$ cat config.mk
export PLATFORM = sky130hd
export DESIGN_NAME = buff_sched_ctrl
export DESIGN_NICKNAME = d
export VERILOG_FILES = /design/src/rtl/buff_ctrl_pkg.sv /design/src/rtl/buff_sched_ctrl.sv
export SDC_FILE = /design/constraint.sdc
export NUM_CORES = 1
export LEC_CHECK = 0
export CAP_MARGIN = 20
export CORE_AREA = 2 2 57 81
export CTS_BUF_LIST = sky130_fd_sc_hd__clkbuf_2 sky130_fd_sc_hd__clkbuf_4 sky130_fd_sc_hd__clkbuf_8
export CTS_CLUSTER_DIAMETER = 200
export DETAILED_ROUTE_END_ITERATION = 8
export DIE_AREA = 0 0 59 83
export PLACE_DENSITY = 0.67
export SLEW_MARGIN = 5
export SYNTH_ARGS = -nofsm -noshare
export SYNTH_HDL_FRONTEND = slang
export SYNTH_SLANG_ARGS = --single-unit
$ cat constraint.sdc
create_clock -name clk -period 2.02 [get_ports clk]
set_input_delay 0.404 -clock clk [delete_from_list [all_inputs] [get_ports clk]]
set_output_delay 0.404 -clock clk [all_outputs]
set_load 0.1 [all_outputs]
$ cat src/rtl/buff_ctrl_pkg.sv
// Shared constants and state encoding for the buffer-use sequencer.
package buff_ctrl_pkg;

  localparam int unsigned CNT_W     = 5;
  localparam int unsigned LAST_CNT  = 25;
  localparam int unsigned NUM_BUFF  = 4;
  localparam int unsigned TILE_W    = 8;
  localparam int unsigned DRAIN_CYC = 3;

  typedef enum logic [1:0] {
    ST_IDLE  = 2'd0,
    ST_RUN   = 2'd1,
    ST_DRAIN = 2'd2,
    ST_DONE  = 2'd3
  } state_t;

endpackage

$ cat src/rtl/buff_sched_ctrl.sv
// Step/tile sequencer driving the external buffer-use decoder and gating its
// output into per-buffer write enables under an input valid/ready handshake.
module buff_sched_ctrl
  import buff_ctrl_pkg::*;
#(
  parameter int unsigned CNT_W     = buff_ctrl_pkg::CNT_W,
  parameter int unsigned LAST_CNT  = buff_ctrl_pkg::LAST_CNT,
  parameter int unsigned NUM_BUFF  = buff_ctrl_pkg::NUM_BUFF,
  parameter int unsigned TILE_W    = buff_ctrl_pkg::TILE_W,
  parameter int unsigned DRAIN_CYC = buff_ctrl_pkg::DRAIN_CYC
) (
  input  logic                clk,
  input  logic                reset,
  input  logic                start,
  input  logic                abort,
  input  logic [TILE_W-1:0]   num_tiles,
  input  logic                in_valid,
  output logic                in_ready,
  input  logic [NUM_BUFF-1:0] buff_use,
  output logic [CNT_W-1:0]    cnt,
  output logic [NUM_BUFF-1:0] buff_en,
  output logic [TILE_W-1:0]   tile_idx,
  output logic                tile_last,
  output logic                busy,
  output logic                done
);

  localparam int unsigned DRN_W = (DRAIN_CYC > 1) ? $clog2(DRAIN_CYC) : 1;

  state_t              state_q,  state_d;
  logic [CNT_W-1:0]    cnt_q,    cnt_d;
  logic [TILE_W-1:0]   tile_q,   tile_d;
  logic [DRN_W-1:0]    drain_q,  drain_d;
  logic [TILE_W-1:0]   ntiles_q, ntiles_d;

  logic fire;
  logic at_last_step;
  logic at_last_tile;

  // Compare at TILE_W bits so num_tiles=255 still yields a last index of 254.
  assign at_last_step = (cnt_q == CNT_W'(LAST_CNT));
  assign at_last_tile = (tile_q == TILE_W'(ntiles_q - 1'b1));

  // State and counter registers.
  always_ff @(posedge clk) begin
    if (reset) begin
      state_q  <= ST_IDLE;
      cnt_q    <= '0;
      tile_q   <= '0;
      drain_q  <= '0;
      ntiles_q <= '0;
    end else begin
      state_q  <= state_d;
      cnt_q    <= cnt_d;
      tile_q   <= tile_d;
      drain_q  <= drain_d;
      ntiles_q <= ntiles_d;
    end
  end

  // Next-state and counter update; abort outranks normal sequencing.
  always_comb begin
    state_d  = state_q;
    cnt_d    = cnt_q;
    tile_d   = tile_q;
    drain_d  = drain_q;
    ntiles_d = ntiles_q;
    case (state_q)
      ST_IDLE: begin
        if (start && !abort) begin
          ntiles_d = num_tiles;
          cnt_d    = '0;
          tile_d   = '0;
          state_d  = (num_tiles == '0) ? ST_DONE : ST_RUN;
        end
      end
      ST_RUN: begin
        if (abort) begin
          state_d = ST_IDLE;
          cnt_d   = '0;
          tile_d  = '0;
          drain_d = '0;
        end else if (fire) begin
          if (at_last_step) begin
            cnt_d  = '0;
            tile_d = tile_q + 1'b1;
            if (at_last_tile) begin
              state_d = ST_DRAIN;
              drain_d = DRN_W'(DRAIN_CYC - 1);
            end
          end else begin
            cnt_d = cnt_q + 1'b1;
          end
        end
      end
      ST_DRAIN: begin
        if (abort) begin
          state_d = ST_IDLE;
          cnt_d   = '0;
          tile_d  = '0;
          drain_d = '0;
        end else if (drain_q == '0) begin
          state_d = ST_DONE;
        end else begin
          drain_d = drain_q - 1'b1;
        end
      end
      ST_DONE: begin
        state_d = ST_IDLE;
        cnt_d   = '0;
        tile_d  = '0;
      end
      default: begin
        state_d = ST_IDLE;
      end
    endcase
  end

  // Handshake, enable gating and status outputs.
  always_comb begin
    in_ready  = (state_q == ST_RUN);
    fire      = in_valid & in_ready;
    buff_en   = fire ? buff_use : '0;
    tile_last = in_ready & at_last_step & at_last_tile;
    busy      = (state_q == ST_RUN) | (state_q == ST_DRAIN);
    done      = (state_q == ST_DONE);
  end

  assign cnt      = cnt_q;
  assign tile_idx = tile_q;

endmodule
==> results of run 1 <==
==> metrics by stage <==
stage	TNS, ns	total power, mW	util, %	setup WS (ns)	instances
2_1_floorplan	-0.189	1.33	-	-0.189	189
3_3_place_gp	-0.898	1.69	57.0	-0.141	291
3_5_place_dp	-1.12	1.69	57.0	-0.174	291
4_1_cts	-0.399	2.04	59.6	-0.281	297
5_1_grt	-0.863	2.17	60.8	-0.411	298
6_report	-0.566	2.07	60.8	-0.323	298
==> cells in the mapped netlist (4+ instances only) <==
master                     instances  share of area [%]
sky130_fd_sc_hd__nor3_1            8                2.5
sky130_fd_sc_hd__and3_1            7                2.7
sky130_fd_sc_hd__nand4_1           5                1.9
sky130_fd_sc_hd__nor2_1           22                5.1
sky130_fd_sc_hd__xnor2_1           8                4.3
sky130_fd_sc_hd__dfxtp_1          25                 31
sky130_fd_sc_hd__a21oi_1           7                2.2
sky130_fd_sc_hd__ha_1             10                7.7
sky130_fd_sc_hd__o21ai_0           5                1.5
sky130_fd_sc_hd__mux2i_1          10                6.2
sky130_fd_sc_hd__nand2_1          12                2.8
sky130_fd_sc_hd__nand2b_1          4                1.5
sky130_fd_sc_hd__xor2_1           10                5.4
sky130_fd_sc_hd__inv_1            10                2.3
sky130_fd_sc_hd__nand3_1           8                2.5
==> final cells by class <==
| cell class | instances | area (µm²) |
|---|---|---|
| clock inverter | 1 | 5.00 |
| inverter | 10 | 37.5 |
| tap | 45 | 56.3 |
| clock buffer | 3 | 41.3 |
| multi-input combinational | 146 | 1180 |
| fill | 362 | 1620 |
| timing repair buffer | 68 | 663 |
| sequential | 25 | 528 |
==> timing repair <==
action | 4_1_cts | 5_1_grt
pin swaps | 9 | 2
resized for setup | 8 | 9
endpoints found under the setup margin | 3 | 9
buffers inserted | 2 | 1
==> metal layers <==
layer | vias to the layer above | routed length [µm] | track usage (%)
li1 | 789 | - | -
met1 | 723 | 1710 | 20.9
met2 | 30 | 2170 | 31.4
met3 | 6 | 113 | 2.02
met4 | 0 | 58 | 6.61
met5 | - | 0 | 0
==> cells by family (layout without fill, tap and decap cells) <==
| kind of cell | after synthesis | in the layout | synth area share, % |
|---|---|---|---|
| multiplexers | 12 | 12 | 7.56 |
| flip-flops | 25 | 25 | 30.9 |
| AND/OR/NAND/NOR | 81 | 81 | 26.5 |
| buffers and inverters | 18 | 82 | 5.48 |
| XOR/XNOR | 18 | 18 | 9.72 |
| AO/OA/AOI/OAI | 25 | 25 | 12.2 |
| adder cells (fa/ha/maj) | 10 | 10 | 7.72 |
==> placed cells by master, fill, tap and decap left out, types with 4 or more instances in the layout <==
master / instances
sky130_fd_sc_hd__a21oi_1: 7
sky130_fd_sc_hd__and3_4: 5
sky130_fd_sc_hd__buf_12: 9
sky130_fd_sc_hd__buf_4: 43
sky130_fd_sc_hd__clkdlybuf4s50_1: 16
sky130_fd_sc_hd__dfxtp_1: 9
sky130_fd_sc_hd__dfxtp_2: 13
sky130_fd_sc_hd__ha_1: 8
sky130_fd_sc_hd__inv_1: 8
sky130_fd_sc_hd__mux2i_1: 10
sky130_fd_sc_hd__nand2_1: 12
sky130_fd_sc_hd__nand2b_1: 4
sky130_fd_sc_hd__nand3_1: 6
sky130_fd_sc_hd__nand4_1: 5
sky130_fd_sc_hd__nor2_1: 22
sky130_fd_sc_hd__nor3_1: 7
sky130_fd_sc_hd__o21ai_0: 4
sky130_fd_sc_hd__xnor2_1: 8
sky130_fd_sc_hd__xor2_1: 9
==> power groups by stage <==
| stage | clock network [mW] | registers [mW] | logic, mW |
|---|---|---|---|
| final | 0.298 | 0.582 | 1.19 |
| after global routing | 0.322 | 0.588 | 1.26 |
| after CTS | 0.307 | 0.582 | 1.15 |
| after detailed placement | 0 | 0.590 | 1.10 |
| after global placement | 0 | 0.588 | 1.10 |
| after floorplan | 0 | 0.693 | 0.635 |
==> registers in the layout, summed over array words and instances (netlist names) <==
name and count:
cnt 5, drain_q 2, ntiles_q 8, state_q 2, tile_idx 8
==> how the worst max path moves through the flow <==
stage / start / end / slack (ns) / cells past startpoint
6_report: ntiles_q[1] / tile_last / -0.32 / 8
5_1_grt: ntiles_q[1] / tile_last / -0.41 / 8
4_1_cts: ntiles_q[4] / tile_last / -0.28 / 7
3_5_place_dp: in_valid / tile_idx[5] / -0.17 / 7
3_3_place_gp: in_valid / tile_idx[5] / -0.14 / 7
2_1_floorplan: ntiles_q[0] / tile_last / -0.19 / 9
==> worst min-delay path: cells and delay by family (launching register included) <==
family	cells	cell delay (ns)
muxes	1	0.06
and+or+nand+nor	1	0.06
DFF	1	0.32
==> results.sh, run 1 <==
export IMPL_dieHeight_um=83
export IMPL_cts_inserted_buffers=3
export IMPL_grt_first_pass_wirelength_um=6940
export IMPL_finalWorstSetupSlack_ns=-0.323
export IMPL_synth_edff_count=0
export IMPL_layout_drive_gt1_share_pct=40.3
export IMPL_grt_ovfl_total=0
export IMPL_crit_path_max_incr_delay_ns=0.35
export IMPL_die_width_um=59
export IMPL_maxSlewViolCount=0
export IMPL_timing_slew_headroom_pct=69.1
export IMPL_cts_tree="built"
export IMPL_power_share_sequential_pct=28.2
export IMPL_min_path_type="register to register"
export IMPL_ios=38
export IMPL_starting_density_of_the_core_pct=39.2
export IMPL_comb_power_share_pct=57.4
export IMPL_grt_antenna_before_repair=0
export IMPL_first_global_vias=1578
export IMPL_tightest_slew_ns=0.463
export IMPL_worst_path_max_fanout=6
export IMPL_clock_tree_buf_depth=2
export IMPL_yosysSeqAreaShare_pct=30.9
export IMPL_synthFlopType="sky130_fd_sc_hd__dfxtp_1"
export IMPL_clock_skew_final_ns=0.00325
export IMPL_cp_arrival_ns=1.94
export IMPL_groute_usage_overall_pct=17.7
export IMPL_wl_per_cell_um=13.6
export IMPL_timing_critical_path_max_delay_family="compound AO/OA/AOI/OAI gates"
export IMPL_rr_endpoint="state_q[0]"
export IMPL_sw_frac_of_total_pct=42.4
export IMPL_synthCells=189
export IMPL_first_pass_iters=6
export IMPL_detailedPlacementHpwl_um=3130
export IMPL_yosys_cell_types_count=42
export IMPL_cts_hold_buf=0
export IMPL_cts_root_buffer="sky130_fd_sc_hd__clkbuf_8"
export IMPL_place_congestion=0.859
export IMPL_cpMaxStageDelayCell="sky130_fd_sc_hd__dfxtp_2"
export IMPL_timing_setup_critical_path_class="register to primary output"
export IMPL_syn_mean_instance_area_um2=8.58
export IMPL_total_routed_length_um=4050
export IMPL_r2r_start="ntiles_q[1]"
export IMPL_num_rows=28
export IMPL_maximum_number_of_pins_on_one_net_before_global_route_repair=15
export IMPL_final_period_utilization_pct=116
export IMPL_number_of_diodes=0
export IMPL_cellLeakagePower_nw=1.05
export IMPL_drt_antenna_violating_nets=0
export IMPL_hold_viol_final=0
export IMPL_clkLatencyLatePin_ns=0.27
export IMPL_worstHoldStart="drain_q[1]"
export IMPL_setup_violations_final=3
export IMPL_core_footprint_um2=4130
export IMPL_worst_r2r_setup_slack_ns=-0.12
export IMPL_routed_via_density=5.19
export IMPL_hold_path_endpoint="drain_q[1]"
export IMPL_postSynthNetCount=216
export IMPL_p_switching_mw=0.876
export IMPL_synthArstFlopShare_pct=0
export IMPL_timing_critical_path_cells="inv_2, ha_4, o21ba_4, a221oi_4, a41oi_2, nor3_2, and3_4, buf_12"
export IMPL_cellPowerDensity_nw_per_um2=822
export IMPL_min_path_cells=2
export IMPL_placed_area_um2=2360
export IMPL_status="finished, violations left"
export IMPL_1st_iter_drt_viols=35
export IMPL_r2r_worst_path_depth=9
export IMPL_share_clk_of_total_power_pct=14.4
export IMPL_startpoint_type="register"
export IMPL_total_standard_cell_area_after_synthesis_um2=1620
export IMPL_final_period_minus_worst_setup_slack_ns=2.34
export IMPL_worst_hold_slack_ns=0.479
export IMPL_max_cap_violations=0
export IMPL_die_area_um2=4900
export IMPL_h_tree_depth_reported_by_cts=1
export IMPL_yosys_warnings=0
export IMPL_clock_pin_slew_on_the_worst_setup_and_hold_paths_ns=0.09
export IMPL_number_of_sinks_on_the_clock_net=25
export IMPL_clock_fmax_mhz=427
export IMPL_internal_power_mw=1.19
export IMPL_layout_cell_area_non_filler_um2=2510
export IMPL_vdd_ir_drop_max_mv=0.829
export IMPL_unrepaired_setup_endpoints_after_global_routing="true"
export IMPL_failing_checks="negative setup slack"
export IMPL_detailroute_via_count=1548
export IMPL_required_ns=1.62
export IMPL_synth_ff_latch_count=25
export IMPL_setup_worst_path_end_class="primary output"
export IMPL_synthToLayoutAreaGrowth_pct=55.1
export IMPL_critical_path_buf_inv_count=2
export IMPL_port_buffer_count=37
export IMPL_final_nets=281
export IMPL_drt_drc_violations_left=0
Power figures use the tool's default switching activity.
==> inputs of run 2 (changes only) <==
- CTS_CLUSTER_DIAMETER: 200 -> not set
- SETUP_SLACK_MARGIN: not set -> 0.2
- SKIP_LAST_GASP: not set -> 1
==> results.sh, run 2 (synthesis gave the netlist of run 1 again) <==
export IMPL_status="finished, violations left"
export IMPL_failing_checks="negative setup slack"
export IMPL_starting_density_of_the_core_pct=39.2
export IMPL_drt_antenna_violating_nets=0
export IMPL_cellLeakagePower_nw=1.08
export IMPL_timing_critical_path_cells="nor4_4, buf_4, a211oi_1, a311oi_2, nand2_1, and3_4, buf_12"
export IMPL_worst_path_max_fanout=2
export IMPL_timing_slew_headroom_pct=70.4
export IMPL_critical_path_depth=7
export IMPL_final_setup_tns_ns=-0.446
export IMPL_cpMaxStageDelayCell="sky130_fd_sc_hd__dfxtp_2"
export IMPL_layout_drive_gt1_share_pct=43.2
export IMPL_clkLatencyLatePin_ns=0.27
export IMPL_cts_hold_buf=0
export IMPL_h_tree_depth_reported_by_cts=1
export IMPL_wl_per_cell_um=13.4
export IMPL_setup_violations_final=4
export IMPL_first_global_vias=1574
export IMPL_1st_iter_drt_viols=32
export IMPL_clock_pin_slew_on_the_worst_setup_and_hold_paths_ns=0.09
export IMPL_place_detailed_instances=289
export IMPL_grt_ovfl_total=0
export IMPL_place_congestion=0.838
export IMPL_p_switching_mw=0.899
export IMPL_grt_first_pass_wirelength_um=6890
export IMPL_port_buffer_count=37
export IMPL_core_footprint_um2=4130
export IMPL_detailedPlacementHpwl_um=3020
export IMPL_min_path_type="register to register"
export IMPL_synthToLayoutAreaGrowth_pct=57.8
export IMPL_routed_via_density=5.22
export IMPL_maxSlewViolCount=0
export IMPL_maximum_number_of_pins_on_one_net_before_global_route_repair=15
export IMPL_max_cap_violations=0
export IMPL_setup_worst_path_end_class="primary output"
export IMPL_final_period_minus_worst_setup_slack_ns=2.33
export IMPL_power_share_sequential_pct=27.7
export IMPL_first_pass_iters=4
export IMPL_die_area_um2=4900
export IMPL_clock_skew_final_ns=0.00299
export IMPL_timing_critical_path_max_delay_family="simple AND/OR/NAND/NOR gates"
export IMPL_final_nets=285
export IMPL_hold_path_endpoint="drain_q[0]"
export IMPL_layout_cells_non_filler=302
export IMPL_timing_setup_critical_path_class="register to primary output"
export IMPL_finalPower_mw=2.14
export IMPL_worst_r2r_setup_slack_ns=-0.08
export IMPL_r2r_start="ntiles_q[0]"
export IMPL_drt_drc_violations_left=0
export IMPL_detailroute_via_count=1577
export IMPL_die_width_um=59
export IMPL_critical_path_buf_inv_count=2
export IMPL_clock_fmax_mhz=429
export IMPL_sw_frac_of_total_pct=42.1
export IMPL_worstHoldStart="drain_q[0]"
export IMPL_number_of_diodes=0
export IMPL_cp_arrival_ns=1.92
export IMPL_rr_endpoint="state_q[1]"
export IMPL_required_ns=1.62
export IMPL_layout_cell_area_non_filler_um2=2560
export IMPL_clock_tree_buf_depth=2
export IMPL_min_path_cells=2
export IMPL_comb_power_share_pct=58.0
export IMPL_internal_power_mw=1.24
export IMPL_r2r_worst_path_depth=9
export IMPL_cts_tree="built"
export IMPL_finalWorstSetupSlack_ns=-0.309
export IMPL_unrepaired_setup_endpoints_after_global_routing="true"
export IMPL_startpoint_type="register"
export IMPL_hold_viol_final=0
export IMPL_vdd_ir_drop_max_mv=0.659
export IMPL_share_clk_of_total_power_pct=14.3
export IMPL_tightest_slew_ns=0.441
export IMPL_grt_antenna_before_repair=0
export IMPL_mostFrequentLayoutCells="sky130_fd_sc_hd__buf_4 (44), sky130_fd_sc_hd__nor2_1 (22), sky130_fd_sc_hd__clkdlybuf4s50_1 (15)"
export IMPL_groute_usage_overall_pct=17.5
export IMPL_cts_root_buffer="sky130_fd_sc_hd__clkbuf_8"
export IMPL_total_routed_length_um=4040
export IMPL_num_rows=28
export IMPL_placed_area_um2=2350
export IMPL_dieHeight_um=83
export IMPL_cellPowerDensity_nw_per_um2=835
export IMPL_number_of_sinks_on_the_clock_net=25
export IMPL_final_period_utilization_pct=115
export IMPL_ios=38
export IMPL_cts_inserted_buffers=3
export IMPL_preCtsSetupSlack_ns=-0.0771
export IMPL_mostFrequentLayoutCell="sky130_fd_sc_hd__buf_4"
export IMPL_crit_path_max_incr_delay_ns=0.35
## run 2: cell types whose count changed in the layout (fill, tap and decap cells not counted), moves of 2 or more
cell,before,now
sky130_fd_sc_hd__buf_6,0,3
sky130_fd_sc_hd__dfxtp_1,9,7
sky130_fd_sc_hd__dfxtp_4,3,5
sky130_fd_sc_hd__and3_4,5,2
sky130_fd_sc_hd__and3_2,0,3
## run 2: worst max-delay path by stage
stage	start	to	slack, ns
6_report	ntiles_q[4]	tile_last	-0.31
5_1_grt	ntiles_q[4]	tile_last	-0.40
4_1_cts	ntiles_q[4]	tile_last	-0.33
3_5_place_dp	in_valid	cnt[1]	-0.08
3_3_place_gp	ntiles_q[1]	tile_last	-0.06
2_1_floorplan	ntiles_q[0]	tile_last	-0.19
## run 2: power groups by stage
stage | Clock, mW | Combinational [mW] | Sequential, mW
after global routing | 0.330 | 1.32 | 0.598
after floorplan | 0 | 0.660 | 0.692
after global placement | 0 | 1.09 | 0.594
after CTS | 0.313 | 1.18 | 0.587
after detailed placement | 0 | 1.10 | 0.595
final | 0.305 | 1.24 | 0.591
## run 2: through the flow
| stage | util, % | hold slack, ns |
|---|---|---|
| after CTS | 60.3 | 0.495 |
| after global placement | 56.9 | 0.465 |
| final | 61.9 | 0.491 |
| after detailed placement | 56.9 | 0.479 |
| after floorplan | - | 0.451 |
| after global routing | 61.9 | 0.519 |
## run 2: repair_timing
| action | in CTS | in global routing |
|---|---|---|
| endpoints found under the setup margin | 9 | 12 |
| buffers inserted | 5 | 4 |
| pin swaps | 8 | 6 |
| gates cloned | 0 | 0 |
| gates resized for setup | 12 | 8 |
## run 2: final cells by class
cell class | count | area [µm²]
Timing Repair Buffer | 72 | 707
Multi-Input combinational cell | 146 | 1180
Clock buffer | 3 | 41.3
Inverter | 10 | 37.5
Tap cell | 45 | 56.3
Sequential cell | 25 | 536
Fill cell | 361 | 1580
Clock inverter | 1 | 5.00
## run 2: tightest hold or removal path: cells and delay by family (launching register included)
| kind | cells | cell delay, ns |
|---|---|---|
| flip-flops | 1 | 0.32 |
| AND/OR/NAND/NOR | 1 | 0.07 |
| multiplexers | 1 | 0.06 |
## run 2: metal layers
metal	global-route usage [%]	part of all wire [%]
met5	0	0
met1	20.9	42
met2	31.0	54
met4	5.99	1.1
met3	2.18	2.3
